`src/rtl/fejkon_data_tx_packer.sv`:
```
// Round-robin packer: collects whole packets from up to four 32-bit Avalon-ST
// channels and emits 256-bit beats (8 words) tagged with the source channel.
module fejkon_data_tx_packer #(
  parameter int NUM_CHANNELS = 4
) (
  input  logic                      clk,
  input  logic                      reset,
  input  logic [NUM_CHANNELS*32-1:0] in_data,
  input  logic [NUM_CHANNELS-1:0]   in_valid,
  output logic [NUM_CHANNELS-1:0]   in_ready,
  input  logic [NUM_CHANNELS-1:0]   in_startofpacket,
  input  logic [NUM_CHANNELS-1:0]   in_endofpacket,
  input  logic [NUM_CHANNELS*2-1:0] in_empty,
  output logic [255:0]              out_data,
  output logic                      out_valid,
  input  logic                      out_ready,
  output logic [1:0]                out_channel,
  output logic                      out_startofpacket,
  output logic                      out_endofpacket,
  output logic [4:0]                out_empty,
  output logic [15:0]               drop_count
);

  typedef enum logic [1:0] {IDLE, PACK, SEND} state_t;

  state_t                  r_state, w_state_nxt;
  logic [1:0]              r_last, r_grant, w_grant;
  logic                    w_grant_vld;
  logic [2:0]              r_cnt;
  logic                    r_sop_pend;
  logic [31:0]             w_word;
  logic                    w_valid, w_eop;
  logic [1:0]              w_empty;
  logic                    w_accept, w_beat_full;
  logic [NUM_CHANNELS-1:0] w_drop_hit;
  logic [2:0]              w_drops;
  logic [16:0]             w_drop_sum;
  logic [4:0]              w_last_empty;

  // Rotating priority: first pass looks above the last winner, second wraps.
  always_comb begin
    w_grant     = '0;
    w_grant_vld = 1'b0;
    for (int i = 0; i < NUM_CHANNELS; i++) begin
      if (!w_grant_vld && in_valid[i] && in_startofpacket[i] && (i > int'(r_last))) begin
        w_grant_vld = 1'b1;
        w_grant     = 2'(i);
      end
    end
    for (int i = 0; i < NUM_CHANNELS; i++) begin
      if (!w_grant_vld && in_valid[i] && in_startofpacket[i]) begin
        w_grant_vld = 1'b1;
        w_grant     = 2'(i);
      end
    end
  end

  always_comb begin
    w_word     = '0;
    w_valid    = 1'b0;
    w_eop      = 1'b0;
    w_empty    = '0;
    in_ready   = '0;
    w_drop_hit = '0;
    w_drops    = '0;
    for (int i = 0; i < NUM_CHANNELS; i++) begin
      if (r_grant == 2'(i)) begin
        w_word  = in_data[i*32 +: 32];
        w_valid = in_valid[i];
        w_eop   = in_endofpacket[i];
        w_empty = in_empty[i*2 +: 2];
      end
      w_drop_hit[i] = (r_state == IDLE) && in_valid[i] && !in_startofpacket[i];
      in_ready[i]   = w_drop_hit[i] || ((r_state == PACK) && (r_grant == 2'(i)));
      w_drops       = w_drops + {2'b00, w_drop_hit[i]};
    end
  end

  assign w_accept     = (r_state == PACK) && w_valid;
  assign w_beat_full  = (r_cnt == 3'd7) || w_eop;
  assign w_last_empty = {3'd7 - r_cnt, 2'b00} + {3'b000, w_empty};
  assign w_drop_sum   = {1'b0, drop_count} + {14'd0, w_drops};
  assign out_valid    = (r_state == SEND);

  always_comb begin
    w_state_nxt = r_state;
    case (r_state)
      IDLE:    if (w_grant_vld) w_state_nxt = PACK;
      PACK:    if (w_accept && w_beat_full) w_state_nxt = SEND;
      SEND:    if (out_ready) w_state_nxt = out_endofpacket ? IDLE : PACK;
      default: w_state_nxt = IDLE;
    endcase
  end

  always_ff @(posedge clk) begin
    if (!reset) begin
      r_state           <= IDLE;
      r_last            <= 2'(NUM_CHANNELS - 1);
      r_grant           <= '0;
      r_cnt             <= '0;
      r_sop_pend        <= 1'b0;
      out_data          <= '0;
      out_channel       <= '0;
      out_startofpacket <= 1'b0;
      out_endofpacket   <= 1'b0;
      out_empty         <= '0;
      drop_count        <= '0;
    end else begin
      r_state    <= w_state_nxt;
      drop_count <= w_drop_sum[16] ? 16'hFFFF : w_drop_sum[15:0];
      case (r_state)
        IDLE: begin
          if (w_grant_vld) begin
            r_grant    <= w_grant;
            r_cnt      <= '0;
            r_sop_pend <= 1'b1;
          end
        end
        PACK: begin
          if (w_accept) begin
            out_data[{r_cnt, 5'b00000} +: 32] <= w_word;
            r_cnt <= r_cnt + 3'd1;
            if (w_beat_full) begin
              out_channel       <= r_grant;
              out_startofpacket <= r_sop_pend;
              out_endofpacket   <= w_eop;
              out_empty         <= w_eop ? w_last_empty : 5'd0;
              r_sop_pend        <= 1'b0;
            end
          end
        end
        SEND: begin
          // Clearing the beat here keeps unfilled slots of the next beat at zero.
          if (out_ready) begin
            r_cnt             <= '0;
            out_data          <= '0;
            out_startofpacket <= 1'b0;
            out_endofpacket   <= 1'b0;
            out_empty         <= '0;
            if (out_endofpacket) r_last <= r_grant;
          end
        end
        default: ;
      endcase
    end
  end

endmodule
```
`config.mk`:
```
export PLATFORM = sky130hd
export DESIGN_NAME = fejkon_data_tx_packer
export DESIGN_NICKNAME = d
export VERILOG_FILES = /design/src/rtl/fejkon_data_tx_packer.sv
export SDC_FILE = /design/constraint.sdc
export NUM_CORES = 1
export LEC_CHECK = 0
export ABC_AREA = 1
export BUFFER_PORTS_ARGS = -buffer_cell sky130_fd_sc_hd__buf_2
export CELL_PAD_IN_SITES_DETAIL_PLACEMENT = 0
export CELL_PAD_IN_SITES_GLOBAL_PLACEMENT = 1
export CORE_MARGIN = 4
export CORE_UTILIZATION = 36
export CTS_BUF_LIST = sky130_fd_sc_hd__clkbuf_4
export DETAILED_ROUTE_END_ITERATION = 6
export PLACE_DENSITY = 0.84
export SYNTH_ARGS = -nofsm -noshare
export SYNTH_HDL_FRONTEND = slang
export SYNTH_SLANG_ARGS = --single-unit
```
`constraint.sdc`:
```
create_clock -name clk -period 4.45 [get_ports clk]
set_input_delay 0.2225 -clock clk [delete_from_list [all_inputs] [get_ports clk]]
set_output_delay 0.2225 -clock clk [all_outputs]
set_load 0.005 [all_outputs]
```
## Word level (Yosys, flattened, before mapping)

Cells that the tools add are included.

- Register bits: 291
- Output and inout port bits: 286

- Add/subtract/negate cells: 8
- Magnitude comparators: 3
- Equality and inequality tests: 11
- Shift-type cells: 2
- Mux-type cells: 60
- Reduce and logical (&&, ||, !) cells: 58

Operator list:

| operator | count |
|---|---|
| $mux W256 | 2 |
| $pmux W256 S2 | 1 |
| $bwmux W256 | 1 |
| $shift A32 B10 Y256 const A | 1 |
| $shiftx A32 B10 Y256 | 1 |
| $mux W32 | 4 |
| $logic_and A1 B1 Y1 | 30 |
| $mux W2 | 13 |
| $mux W1 | 25 |
| $mux W5 | 4 |
| $add A16 B3 Y17 | 1 |
| $mux W16 | 1 |
| $reduce_and A3 Y1 | 4 |
| $reduce_and A4 Y1 | 3 |
| $logic_not A1 Y1 | 10 |
| $neg A8 Y10 | 1 |
| $pmux W5 S2 | 1 |
| $mux W3 | 3 |
| $pmux W3 S3 | 1 |
| $eq A2 B2 Y1 const B | 3 |
| $ne A2 B2 Y1 const B | 3 |
| $pmux W1 S2 | 3 |
| $pmux W2 S3 | 1 |
| $add A5 B2 Y5 | 1 |
| other kinds (15) | 24 |

## Depth between registers and ports, before layout

Gate-level depths: netlist (run 1).

- Depth in word-level cells: 31
- Gate-level depth with buffers: 19
- Gate-level depth less buffers: 19

## Least setup slack after synthesis (run 1)

No wires, ideal clock.

- Kind: reg2reg
- From: register r_state[0]
- To: register drop_count[14]
- Data arrival time: 3.113 ns
- Path slack: 1.281 ns
- Stages on the path, launching flop included: 20
- Period minus slack after synthesis: 3.169 ns
- Cells stage by stage: dfxtp_1 -> inv_1 -> ha_1 -> nand2_1 -> nor2_1 -> fa_1 -> fa_1 -> inv_1 -> fa_1 -> inv_1 -> nand2_1 -> nor3_2 -> nand3_1 -> nor2_1 -> inv_1 -> nor2_1 -> inv_1 -> nand3_1 -> nand2_1 -> inv_1

- Longest elaborated chain between the ends: 8
- Elaborated cells on any way between the ends: 14
- Classes of those cells: add/sub (4); mux (1); reduce/logical (9)

Ends and longest elaborated chain:

| what | RTL line | source |
|---|---|---|
| start: declaration | 26 | `state_t r_state, w_state_nxt;` |
| start signal: assignment | 109 | `r_state <= w_state_nxt;` |
| $logic_not A2 Y1 * | 73 | `w_drop_hit[i] = (r_state == IDLE) && in_valid[i] && !in_startofpacket[i];` |
| $logic_and A1 B1 Y1 (2 in a row) | 73 |  |
| $add A1 B1 Y2 | 75 | `w_drops = w_drops + {2'b00, w_drop_hit[i]};` |
| $add A2 B1 Y3 | 75 |  |
| $add A3 B1 Y3 * | 75 |  |
| $add A16 B3 Y17 * | 82 | `assign w_drop_sum = {1'b0, drop_count} + {14'd0, w_drops};` |
| $mux W16 * | 110 | `drop_count <= w_drop_sum[16] ? 16'hFFFF : w_drop_sum[15:0];` |
| end signal: assignment | 110 |  |
| end: declaration | 21 | `output logic [15:0] drop_count` |

Every way passes the cells marked *; elsewhere a longest branch is shown, timed or not.
A chain may end at the register's enable or synchronous reset.

## Worst setup path in the final report (run 1)

Same ends and word-level chain as after synthesis.

==> reports/results.txt, run 1 <==
Number of distinct library cells after synthesis: 36
WP data required: 5090 ps
Worst slack, placed: 868 ps
Worst hold path class: in -> reg
Non-Filler Instances: 2741
Final Hold Vio Count: 0
CTS H-tree depth: 3
Tmin final: 3630 ps
Placed instance count: 2565
Yosys warnings: 0
Area of the multi-input gates: 0.00600 mm^2
CTS Root Cell: clkbuf_4
CTS Buf Count: 80
Via density: 5.07
Cell depth of the worst flop-to-flop path: 19
Final nets: 2386
DRT Wirelength: 50300 um
Final worst slack: 816 ps
Seq. cell area: 0.00583 mm^2
First-pass GRT wire length: 76600 um
Initial Util: 0.368
Pre-Repair DR Iteration Count: 5
Post-Syn Area: 0.0128 mm^2
Num rows: 68
Leak Pwr: 7.32 nW
Max-slew violations: 0
Hold Slack: 78.4 ps
Fill count: 3620
Crit Path Max Fanout: 6
Crit path DAT: 4280 ps
Flops & latches, synth: 291
Final Setup Violations: 0
Most frequent cells in the layout: nand2_1 (499), buf_2 (436), dfxtp_1 (291)
Crit. End Element: flip-flop
Fmax: 0.275 GHz
Die X: 196 um
CP Launch Type: flip-flop
Reg2reg setup slack: 820 ps
Synth Net Count: 1948
GRT Util Overall: 0.249
CP Class: reg -> reg
Layout cell share with drive strength beyond 1: 0.270
Area growth from synthesis to final layout: 27.9%
Max_slew headroom: 0.164
DR vias: 13904
Vias in the first global route: 13527
Clock buffer depth: 3
Max Cap Viol: 0
Area contributors post-synth: dfxtp_1 (46%), nand2_1 (15%), a21oi_1 (11%)
Final Util: 0.470
Port Buf Inserts: 436
CTS sink cnt: 291
Clock latency on the worst-skew pair: 740 ps
Fin Setup TNS: 0 ps
Biggest area consumer among synthesized cells: dfxtp_1
Gr ovfl total: 0
Core area: 0.0348 mm^2
P per Cell Area: 558 mW/mm^2
Die Area: 0.0386 mm^2
Register area share after synthesis: 0.456
Unrepaired setup endpoints after global routing: no
Min-delay src: in_data[47]
Mean Syn Cell Area: 7.16 um^2
# IOs: 437
CTS tree: yes
DR iter-0 viols: 761
Clock transition at path regs: 60 ps
DR DRC count: 0
Leading cell type in the layout, fill and taps excluded: nand2_1
Largest net degree at the start of global routing: 144
Final worst-path cycle share: 0.817
Outcome: complete, no violations
Hold Crit Depth: 7
Slew @ Worst Pin: 1250 ps
Post-synth top area share: 0.456
Fin Clk Skew: 51.7 ps
GP Congestion: 0.894
RR Endpoint: drop_count[14]
IR drop worst, VDD: 0.354 mV
R2R Path Start: r_state[0]
Detail Route Antenna Nets: 0
Die Height: 196 um
Post-DR wirelength/cell: 18.4 um
Mapped Cells: 1785
Hold worst-path end: out_data[79]
Initial antenna violation count: 2
Final HPWL DP: 34800 um
## synth_stat cells (all sizes together)
cell,instances
nand2,504
dfxtp,291
a21oi,289
nand3,253
nor2,93
inv,83
buf,68
clkbuf,61
o21ai,48
nor3,24
or2,18
o211ai,17
ha,9
nand4,8
xor2,5
a31oi,4
fa,3
a211oi,2
o21a,1
o21bai,1
o22ai,1
or3,1
xnor2,1
## report_power, final
group	internal [mW]	switching [mW]
Clock	1.23	1.18
Sequential	2.81	0.159
Combinational	0.884	2.87
Total	4.93	4.20
## how the worst max path moves through the flow
| stage | start | end | slack [ps] | depth (start not counted) |
|---|---|---|---|---|
| final | r_state[0] | drop_count[14] | 820 | 19 |
| after CTS | r_state[0] | drop_count[14] | 820 | 19 |
| after detailed placement | r_state[0] | drop_count[14] | 870 | 19 |
| after global routing | r_state[0] | drop_count[14] | 420 | 19 |
| after floorplan | r_state[0] | drop_count[14] | 1280 | 19 |
| after global placement | r_state[0] | drop_count[14] | 1000 | 19 |
## routing by layer
layer	up-vias	share of wire	GRT usage
met5	-	0.00038	0
met4	2	0.033	0.100
met3	101	0.079	0.0595
met2	553	0.48	0.419
met1	6418	0.41	0.307
li1	6830	-	-
## flip-flops by register name (all words and copies together), names as in the netlist
| signal | cells |
|---|---|
| r_state | 2 |
| out_channel | 2 |
| out_empty | 5 |
| drop_count | 16 |
| r_cnt | 3 |
| r_last | 2 |
| r_sop_pend | 1 |
| r_grant | 2 |
| out_data | 256 |
| out_startofpacket | 1 |
| out_endofpacket | 1 |
## layout make-up
class / count / share of cell area
clock inverters: 32 / 0.0105
multi-input cells: 1282 / 0.367
well taps: 455 / 0.0348
repair buffers: 485 / 0.161
clock buffers: 112 / 0.0514
flip-flops and latches: 291 / 0.356
diodes: 1 / 0.000153
inverters: 83 / 0.0198
## per-stage QoR
stage               area [um^2]  power (mW)
finish                    16400        9.13
CTS                       16400        9.22
global placement          15000        6.71
floorplan                 12800        5.64
global route              16400        9.75
detailed placement        15000        6.75
## critical path, stage by stage (launching register included)
cell,delay (ps)
dfxtp_1,380
inv_1,80
ha_1,280
nand2_1,120
nor2_1,60
fa_1,510
fa_1,200
inv_1,70
fa_1,410
inv_1,100
nand2_1,110
nor3_2,210
nand3_1,160
nor2_1,220
inv_1,80
nor2_1,240
inv_1,100
nand3_1,100
nand2_1,50
inv_1,60
## repair_timing
action / CTS / global route
hold buffers: 31 / 0
endpoints found under the setup margin: 0 / 0
setup buffers: 0 / 0
hold endpoints to repair: 29 / 0
gates resized for setup: 0 / 0
## kinds of logic (layout without fill, tap and decap cells)
group / after synthesis / in the layout / share of synthesized area
buf+inv: 212 / 712 / 0.0792
compound gates: 363 / 363 / 0.147
flops: 291 / 291 / 0.456
xor+xnor: 6 / 6 / 0.00411
other cells: 0 / 1 / 0
fa+ha+maj: 12 / 12 / 0.0135
simple gates: 901 / 901 / 0.300
Power figures use the tool's default switching activity.
==> run 2, diff against run 1 <==
--- a/config.mk
+++ b/config.mk
@@ -5,12 +5,12 @@
 export SDC_FILE = /design/constraint.sdc
 export NUM_CORES = 1
 export LEC_CHECK = 0
-export ABC_AREA = 1
+export ABC_AREA = 0
 export BUFFER_PORTS_ARGS = -buffer_cell sky130_fd_sc_hd__buf_2
 export CELL_PAD_IN_SITES_DETAIL_PLACEMENT = 0
 export CELL_PAD_IN_SITES_GLOBAL_PLACEMENT = 1
 export CORE_MARGIN = 4
-export CORE_UTILIZATION = 36
+export CORE_UTILIZATION = 38
 export CTS_BUF_LIST = sky130_fd_sc_hd__clkbuf_4
 export DETAILED_ROUTE_END_ITERATION = 6
 export PLACE_DENSITY = 0.84
==> constraint.sdc (replaced) <==
create_clock -name clk -period 3.5 [get_ports clk]
set_input_delay 0.175 -clock clk [delete_from_list [all_inputs] [get_ports clk]]
set_output_delay 0.175 -clock clk [all_outputs]
set_load 0.005 [all_outputs]
==> run 2 against run 1 <==
Net effect: sequential cell count is the same; clock skew shrank 2.0 ps; sequential power grew 25%; first-iteration DRC count shrank 40%; count of clock-buffer cells in the layout shrank 11; critical path type unchanged; highest routed layer unchanged.
==> reports/results.txt, run 2 <==
Outcome: complete, no violations
IR drop worst, VDD: 0.384 mV (+8.4%)
Compound-cell area share of the yosys netlist: 0.233 (+0.0856)
Die X: 180 um (-8.6%)
Adder-Cell Fraction of Synth Area: 0.0154 (+0.00193)
Internal power: 6.06 mW (+23%)
CTS sink cnt: 291 (unchanged)
Combinational power share: 0.251 (-0.160)
Via density: 5.38 (+6.0%)
Yosys warnings: 0 (unchanged)
DR DRC count: 0 (unchanged)
Min-delay src: in_data[64]
Synth async-reset ratio: 0 (unchanged)
Clock buffer depth: 3 (unchanged)
Final Setup Violations: 0 (unchanged)
Area growth from synthesis to final layout: 32.8%
DRT Wirelength: 40600 um (-19%)
Num rows: 62 (-8.8%)
Clock latency on the worst-skew pair: 680 ps (-60 ps)
Top FF cell, synth: dfxtp_1
Crit. path cell count: 13 (-6)
Synth Area in XOR/XNOR: 0.00705 (+0.00294)
CP startpoint: r_state[0]
Final Hold Vio Count: 0 (unchanged)
Max-slew violations: 0 (unchanged)
Largest register FFs: 256 (unchanged)
Unrepaired setup endpoints after global routing: no
Placed cell areas: 0.0137 mm^2 (-8.9%)
DR iter-0 viols: 456 (-40%)
Die Height: 180 um (-8.6%)
Mapped Cells: 1029 (-42%)
Fill count: 2729 (-25%)
Seq. cell area: 0.00583 mm^2 (about the same)
Layout cell share with drive strength beyond 1: 0.405 (+0.135)
Die Area: 0.0322 mm^2 (-16%)
Gr ovfl total: 0 (unchanged)
Final nets: 1664 (-30%)
Critical path cell sequence: inv_1 > ha_1 > nand2_1 > nor2_1 > fa_1 > fa_1 > inv_1 > fa_1 > nor2b_1 > and2_2 > nand3_1 > buf_4 > a21oi_1
Most flops, register: out_data
Top-count cell post-synth: dfxtp_1
Number of distinct library cells after synthesis: 55 (+53%)
Design area: 0.0149 mm^2 (-9.2%)
Leading cell type in the layout, fill and taps excluded: buf_2
CP peak stage delay: 520 ps (about the same)
Delay-heaviest family, CP: adder cells
First-pass GRT wire length: 62100 um (-19%)
Post-CTS setup buffer count: 0 (unchanged)
Vias in the first global route: 10495 (-22%)
DR vias: 10385 (-25%)
Combinational family with the most area after synthesis: compound AO/OA/AOI/OAI gates
R2R Path Start: r_state[0]
Buf+Inv Stages, Crit Path: 3 (-3)
Commonest cells post-synth: dfxtp_1 (291), a22o_1 (128), o2bb2ai_1 (96), nand2_1 (91), clkbuf_1 (56)
Synth Net Count: 1192 (-39%)
CTS H-tree depth: 3 (unchanged)
Crit Path Max Fanout: 8 (+2)
Register share of total power: 0.414 (+0.088)
Flops & latches, synth: 291 (unchanged)
GP Congestion: 0.847 (-5.3%)
Core area: 0.0289 mm^2 (-17%)
Clock Power Share: 0.335 (+0.071)
# IOs: 437 (unchanged)
Tmin final: 3160 ps (-478 ps)
Cell depth of the worst flop-to-flop path: 13 (-6)
Switching share of power: 0.325 (-0.135)
CTS Root Cell: clkbuf_4
Largest net degree at the start of global routing: 67 (-53%)
Simple-Gate Fraction of Synth Area: 0.104 (-0.196)
GRT Util Overall: 0.239 (-0.00910)
Post-DR wirelength/cell: 21.0 um (+14%)
Final worst-path cycle share: 0.902 (+0.0850)
Detail Route Antenna Nets: 0 (unchanged)
Most frequent cells in the layout: buf_2 (435), dfxtp_1 (289), a22o_1 (128)
Worst hold path class: in -> reg
Final HPWL DP: 29100 um (-16%)
Area contributors post-synth: dfxtp_1 (52%), a22o_1 (10%), o2bb2ai_1 (7.5%)
Max_slew headroom: 0.345 (+0.181)
Worst path slowest cell: fa_1
Largest registers: out_data x256, drop_count x16, out_empty x5
Fmax: 0.317 GHz (+15%)
Post-synth top area share: 0.521 (+0.0652)
EDFF count, synth: 0 (unchanged)
Pre-Repair DR Iteration Count: 5 (unchanged)
Most numerous cell on the critical path: fa_1
Post-Syn Area: 0.0112 mm^2 (-13%)
Crit. End Element: flip-flop
CP Class: reg -> reg
WP data required: 4080 ps (-1010 ps)
CTS Buf Count: 77 (-3.8%)
Area of the multi-input gates: 0.00493 mm^2 (-18%)
Power Total: 8.97 mW (-1.8%)
Fin Setup TNS: 0 ps (unchanged)
Final Util: 0.515 (+0.0447)
P per Cell Area: 604 mW/mm^2 (+8.1%)
Mux cell area share after synthesis: 0.0759 (+0.0759)
Fin Clk Skew: 49.7 ps (-1.98 ps)
Clock transition at path regs: 60 ps (about the same)
P_sw: 2.91 mW (-31%)
Biggest area consumer among synthesized cells: dfxtp_1
Initial antenna violation count: 8 (+6)
Initial Util: 0.388 (+0.0202)
CTS tree: yes
Mean Syn Cell Area: 10.9 um^2 (+52%)
Slew @ Worst Pin: 981 ps (-273 ps)
Crit path DAT: 3740 ps (-540 ps)
Leak Pwr: 6.78 nW (-7.3%)
Hold Crit Depth: 4 (-3)
Port Buf Inserts: 436 (unchanged)
Register area share after synthesis: 0.521 (+0.0652)
Max Cap Viol: 0 (unchanged)
CP Launch Type: flip-flop
## run 2: cell types whose count changed after synthesis, sizes merged, moves of 34 or more
cell / delta
a21oi: -269
a22o: +128
and2: +36
buf: -37
inv: -60
mux4: +34
nand2: -412
nand3: -209
nor2: -68
o2bb2ai: +96
## run 2: stage by stage
stage | setup slack [ps] | std cells | hold slack, ps
global placement | 306 | 1787 | 440
detailed placement | 219 | 1787 | 441
CTS | 271 | 1927 | 2.17
global route | 102 | 1931 | 15.9
floorplan | 336 | 1029 | 394
finish | 344 | 1931 | 66.5
## run 2: final timing paths
path / endpoint / slack (ps)
max: drop_count[10] / 340
min: out_data[128] / 70
min reg2reg: out_data[142] / 450
max reg2reg: drop_count[10] / 340
## run 2: layout make-up
cell class	instances	share of cell area
Sequential cell	291	0.392
Multi-Input combinational cell	628	0.332
Timing Repair Buffer	480	0.172
Clock buffer	101	0.0510
Tap cell	384	0.0323
Clock inverter	20	0.0133
Inverter	23	0.00581
Antenna cell	4	0.000674
## run 2: what timing repair did
| item | 4_1_cts | 5_1_grt |
|---|---|---|
| endpoints found under the hold margin | 10 | 0 |
| resized for setup | 0 | 1 |
| setup endpoints to repair | 0 | 4 |
| hold buffers | 19 | 0 |
## run 2: logic make-up (layout without fill, tap and decap cells)
logic type      count (synthesis)  count (layout)
mux                            42              42
flops                         291             291
fa+ha+maj                      12              12
other cells                     0               4
buf+inv                       110             624
simple gates                  237             237
xor+xnor                        9               9
compound gates                328             328
## run 2: power by group through the flow
stage	clock network (mW)	logic [mW]	registers (mW)
after global placement	0	2.20	3.78
after CTS	3.09	2.28	3.72
final	3.00	2.25	3.72
after global routing	3.27	2.45	3.75
after floorplan	0	1.32	3.75
after detailed placement	0	2.22	3.79
## run 2: routing by layer
| layer | vias to the layer above | track usage | share of wire |
|---|---|---|---|
| li1 | 4828 | - | - |
| met1 | 4950 | 0.278 | 0.39 |
| met2 | 524 | 0.413 | 0.50 |
| met3 | 77 | 0.0726 | 0.083 |
| met4 | 6 | 0.0966 | 0.032 |
| met5 | - | 0 | 0.0011 |
## run 2: tightest hold or removal path, stage by stage
cell	delay (ps)
buf_2	70
mux4_2	270
nand2_1	50
o21ai_0	120
==> run 3, diff against run 2 <==
--- a/config.mk
+++ b/config.mk
@@ -9,9 +9,9 @@
 export BUFFER_PORTS_ARGS = -buffer_cell sky130_fd_sc_hd__buf_2
 export CELL_PAD_IN_SITES_DETAIL_PLACEMENT = 0
 export CELL_PAD_IN_SITES_GLOBAL_PLACEMENT = 1
-export CORE_MARGIN = 4
+export CORE_MARGIN = 1.5
 export CORE_UTILIZATION = 38
-export CTS_BUF_LIST = sky130_fd_sc_hd__clkbuf_4
+export CTS_BUF_LIST = sky130_fd_sc_hd__clkbuf_4 sky130_fd_sc_hd__clkbuf_8
 export DETAILED_ROUTE_END_ITERATION = 6
 export PLACE_DENSITY = 0.84
 export SYNTH_ARGS = -nofsm -noshare
==> run 3 against run 2 <==
Net effect: maximum frequency shrank 0.39%; final area hardly changed; core utilization barely moved; critical path depth unchanged; clock skew down 34 ps; sequential share of layout area barely moved; critical path type unchanged; final cell count down 2.8%; wire length is 1.9% lower; via count is 1.7% lower; highest routed layer is now met4; power up 4.8%; die area decreased by 5.5%.
==> reports/results.txt, run 3 (same netlist as run 2, synthesis figures left out) <==
DR iter-0 viols: 583 (+28%)
Crit. End Element: flip-flop
Max Cap Viol: 0 (unchanged)
Die X: 175 um (-2.8%)
Tmin final: 3170 ps (+12.4 ps)
Max-slew violations: 0 (unchanged)
DR DRC count: 0 (unchanged)
CTS H-tree depth: 2 (-1)
# IOs: 437 (unchanged)
Design area: 0.0149 mm^2 (about the same)
Largest net degree at the start of global routing: 61 (-9.0%)
WP data required: 3980 ps (-100 ps)
Final Hold Vio Count: 0 (unchanged)
IR drop worst, VDD: 0.351 mV (-8.5%)
Worst hold path class: in -> reg
Post-CTS setup buffer count: 0 (unchanged)
Slew @ Worst Pin: 991 ps (+9.60 ps)
Leak Pwr: 6.74 nW (-0.59%)
Via density: 5.44 (+1.2%)
Area growth from synthesis to final layout: 32.8% (about the same)
GRT Util Overall: 0.251 (+0.0116)
Vias in the first global route: 10041 (-4.3%)
GP Congestion: 0.840 (-0.78%)
Detail Route Antenna Nets: 0 (unchanged)
CP startpoint: r_state[0]
CTS sink cnt: 291 (unchanged)
Fmax: 0.316 GHz (-0.39%)
Largest register FFs: 256 (unchanged)
Gr ovfl total: 0 (unchanged)
CTS Buf Count: 48 (-38%)
DR vias: 10208 (-1.7%)
Core area: 0.0289 mm^2 (unchanged)
Outcome: complete, no violations
Final worst-path cycle share: 0.905 (+0.00355)
Final Setup Violations: 0 (unchanged)
CP Launch Type: flip-flop
Initial antenna violation count: 5 (-3)
Fin Setup TNS: 0 ps (unchanged)
Clock latency on the worst-skew pair: 560 ps (-120 ps)
Reg2reg setup slack: 330 ps (about the same)
Most frequent cells in the layout: buf_2 (435), dfxtp_1 (289), a22o_1 (128)
Die Area: 0.0305 mm^2 (-5.5%)
Unrepaired setup endpoints after global routing: no
Fill count: 2715 (-0.51%)
Fin Clk Skew: 15.6 ps (-34.1 ps)
Post-DR wirelength/cell: 21.2 um (+0.97%)
Crit path DAT: 3640 ps (-100 ps)
Clock transition at path regs: 60 ps (about the same)
Placed cell areas: 0.0137 mm^2 (-0.10%)
Max_slew headroom: 0.339 (-0.00641)
Layout cell share with drive strength beyond 1: 0.404 (-0.00130)
Final HPWL DP: 28200 um (-3.2%)
CP Class: reg -> reg
Critical path endpoint: drop_count[1]
Hold Crit Depth: 4 (unchanged)
Initial Util: 0.388 (unchanged)
Die Height: 175 um (-2.8%)
Most flops, register: out_data
DRT Wirelength: 39800 um (-1.9%)
CTS Root Cell: clkbuf_8
First-pass GRT wire length: 59500 um (-4.1%)
Num rows: 62 (unchanged)
Crit Path Max Fanout: 8 (unchanged)
P per Cell Area: 633 mW/mm^2 (+4.9%)
Final Util: 0.515 (about the same)
Cell depth of the worst flop-to-flop path: 13 (unchanged)
Clock buffer depth: 3 (unchanged)
RR Endpoint: drop_count[1]
Port Buf Inserts: 436 (unchanged)
Largest registers: out_data x256, drop_count x16, out_empty x5
CTS tree: yes
Pre-Repair DR Iteration Count: 5 (unchanged)
R2R Path Start: r_state[0]
Final nets: 1616 (-2.9%)
Leading cell type in the layout, fill and taps excluded: buf_2
run 3: how the worst min path moves through the flow:
stage,endpoint,start
global placement,out_data[86],out_data[86]
floorplan,r_grant[0],in_valid[0]
detailed placement,out_data[221],out_data[221]
global route,out_empty[0],in_empty[4]
CTS,out_empty[0],in_empty[4]
finish,out_empty[0],in_empty[4]
run 3: what timing repair did:
action,in CTS,in global routing
endpoints found under the hold margin,1,0
endpoints found under the setup margin,0,9
hold buffers,2,0
resized for setup,0,1
run 3: routing by layer:
metal / wire (um) / part of all wire / global-route usage / vias to the layer above
li1: - / - / - / 4703
met4: 1190 / 0.030 / 0.0812 / 0
met1: 15600 / 0.39 / 0.293 / 4912
met5: 0 / 0 / 0 / -
met3: 2960 / 0.074 / 0.0537 / 79
met2: 20000 / 0.50 / 0.456 / 514
run 3: metrics by stage:
step                      instances  setup slack (ps)  hold slack, ps  power [mW]
after global placement         1785               341             439        6.00
after floorplan                1029               336             394        5.07
after CTS                      1875               209            40.3        9.48
final                          1876               332            76.2        9.40
after global routing           1875              63.3            92.5        9.80
after detailed placement       1785               212             441        6.01
run 3: power by group:
group / internal, mW / leakage [nW] / switching [mW]
Sequential: 3.54 / 2.35 / 0.142
Combinational: 0.843 / 3.80 / 1.41
Clock: 2.07 / 0.598 / 1.39
Total: 6.46 / 6.74 / 2.95
run 3: area by class of cell:
cell class	count	area, um^2	share of cell area
Tap cell	384	480	0.0323
Timing Repair Buffer	461	2380	0.160
Antenna cell	1	2.50	0.000168
Inverter	23	86.3	0.00581
Multi-Input combinational cell	628	4930	0.332
Sequential cell	291	5830	0.393
Clock buffer	76	971	0.0654
Clock inverter	12	175	0.0118
run 3: worst max-delay path, stage by stage (launching register included):
cell     delay [ps]
dfxtp_1         380
inv_1            80
ha_1            240
nand2_1         100
nor2_1           60
fa_1            520
fa_1            190
inv_1            60
fa_1            420
nor2b_1         190
and2_2          260
nand3_1         200
buf_4           230
a21oi_1         150
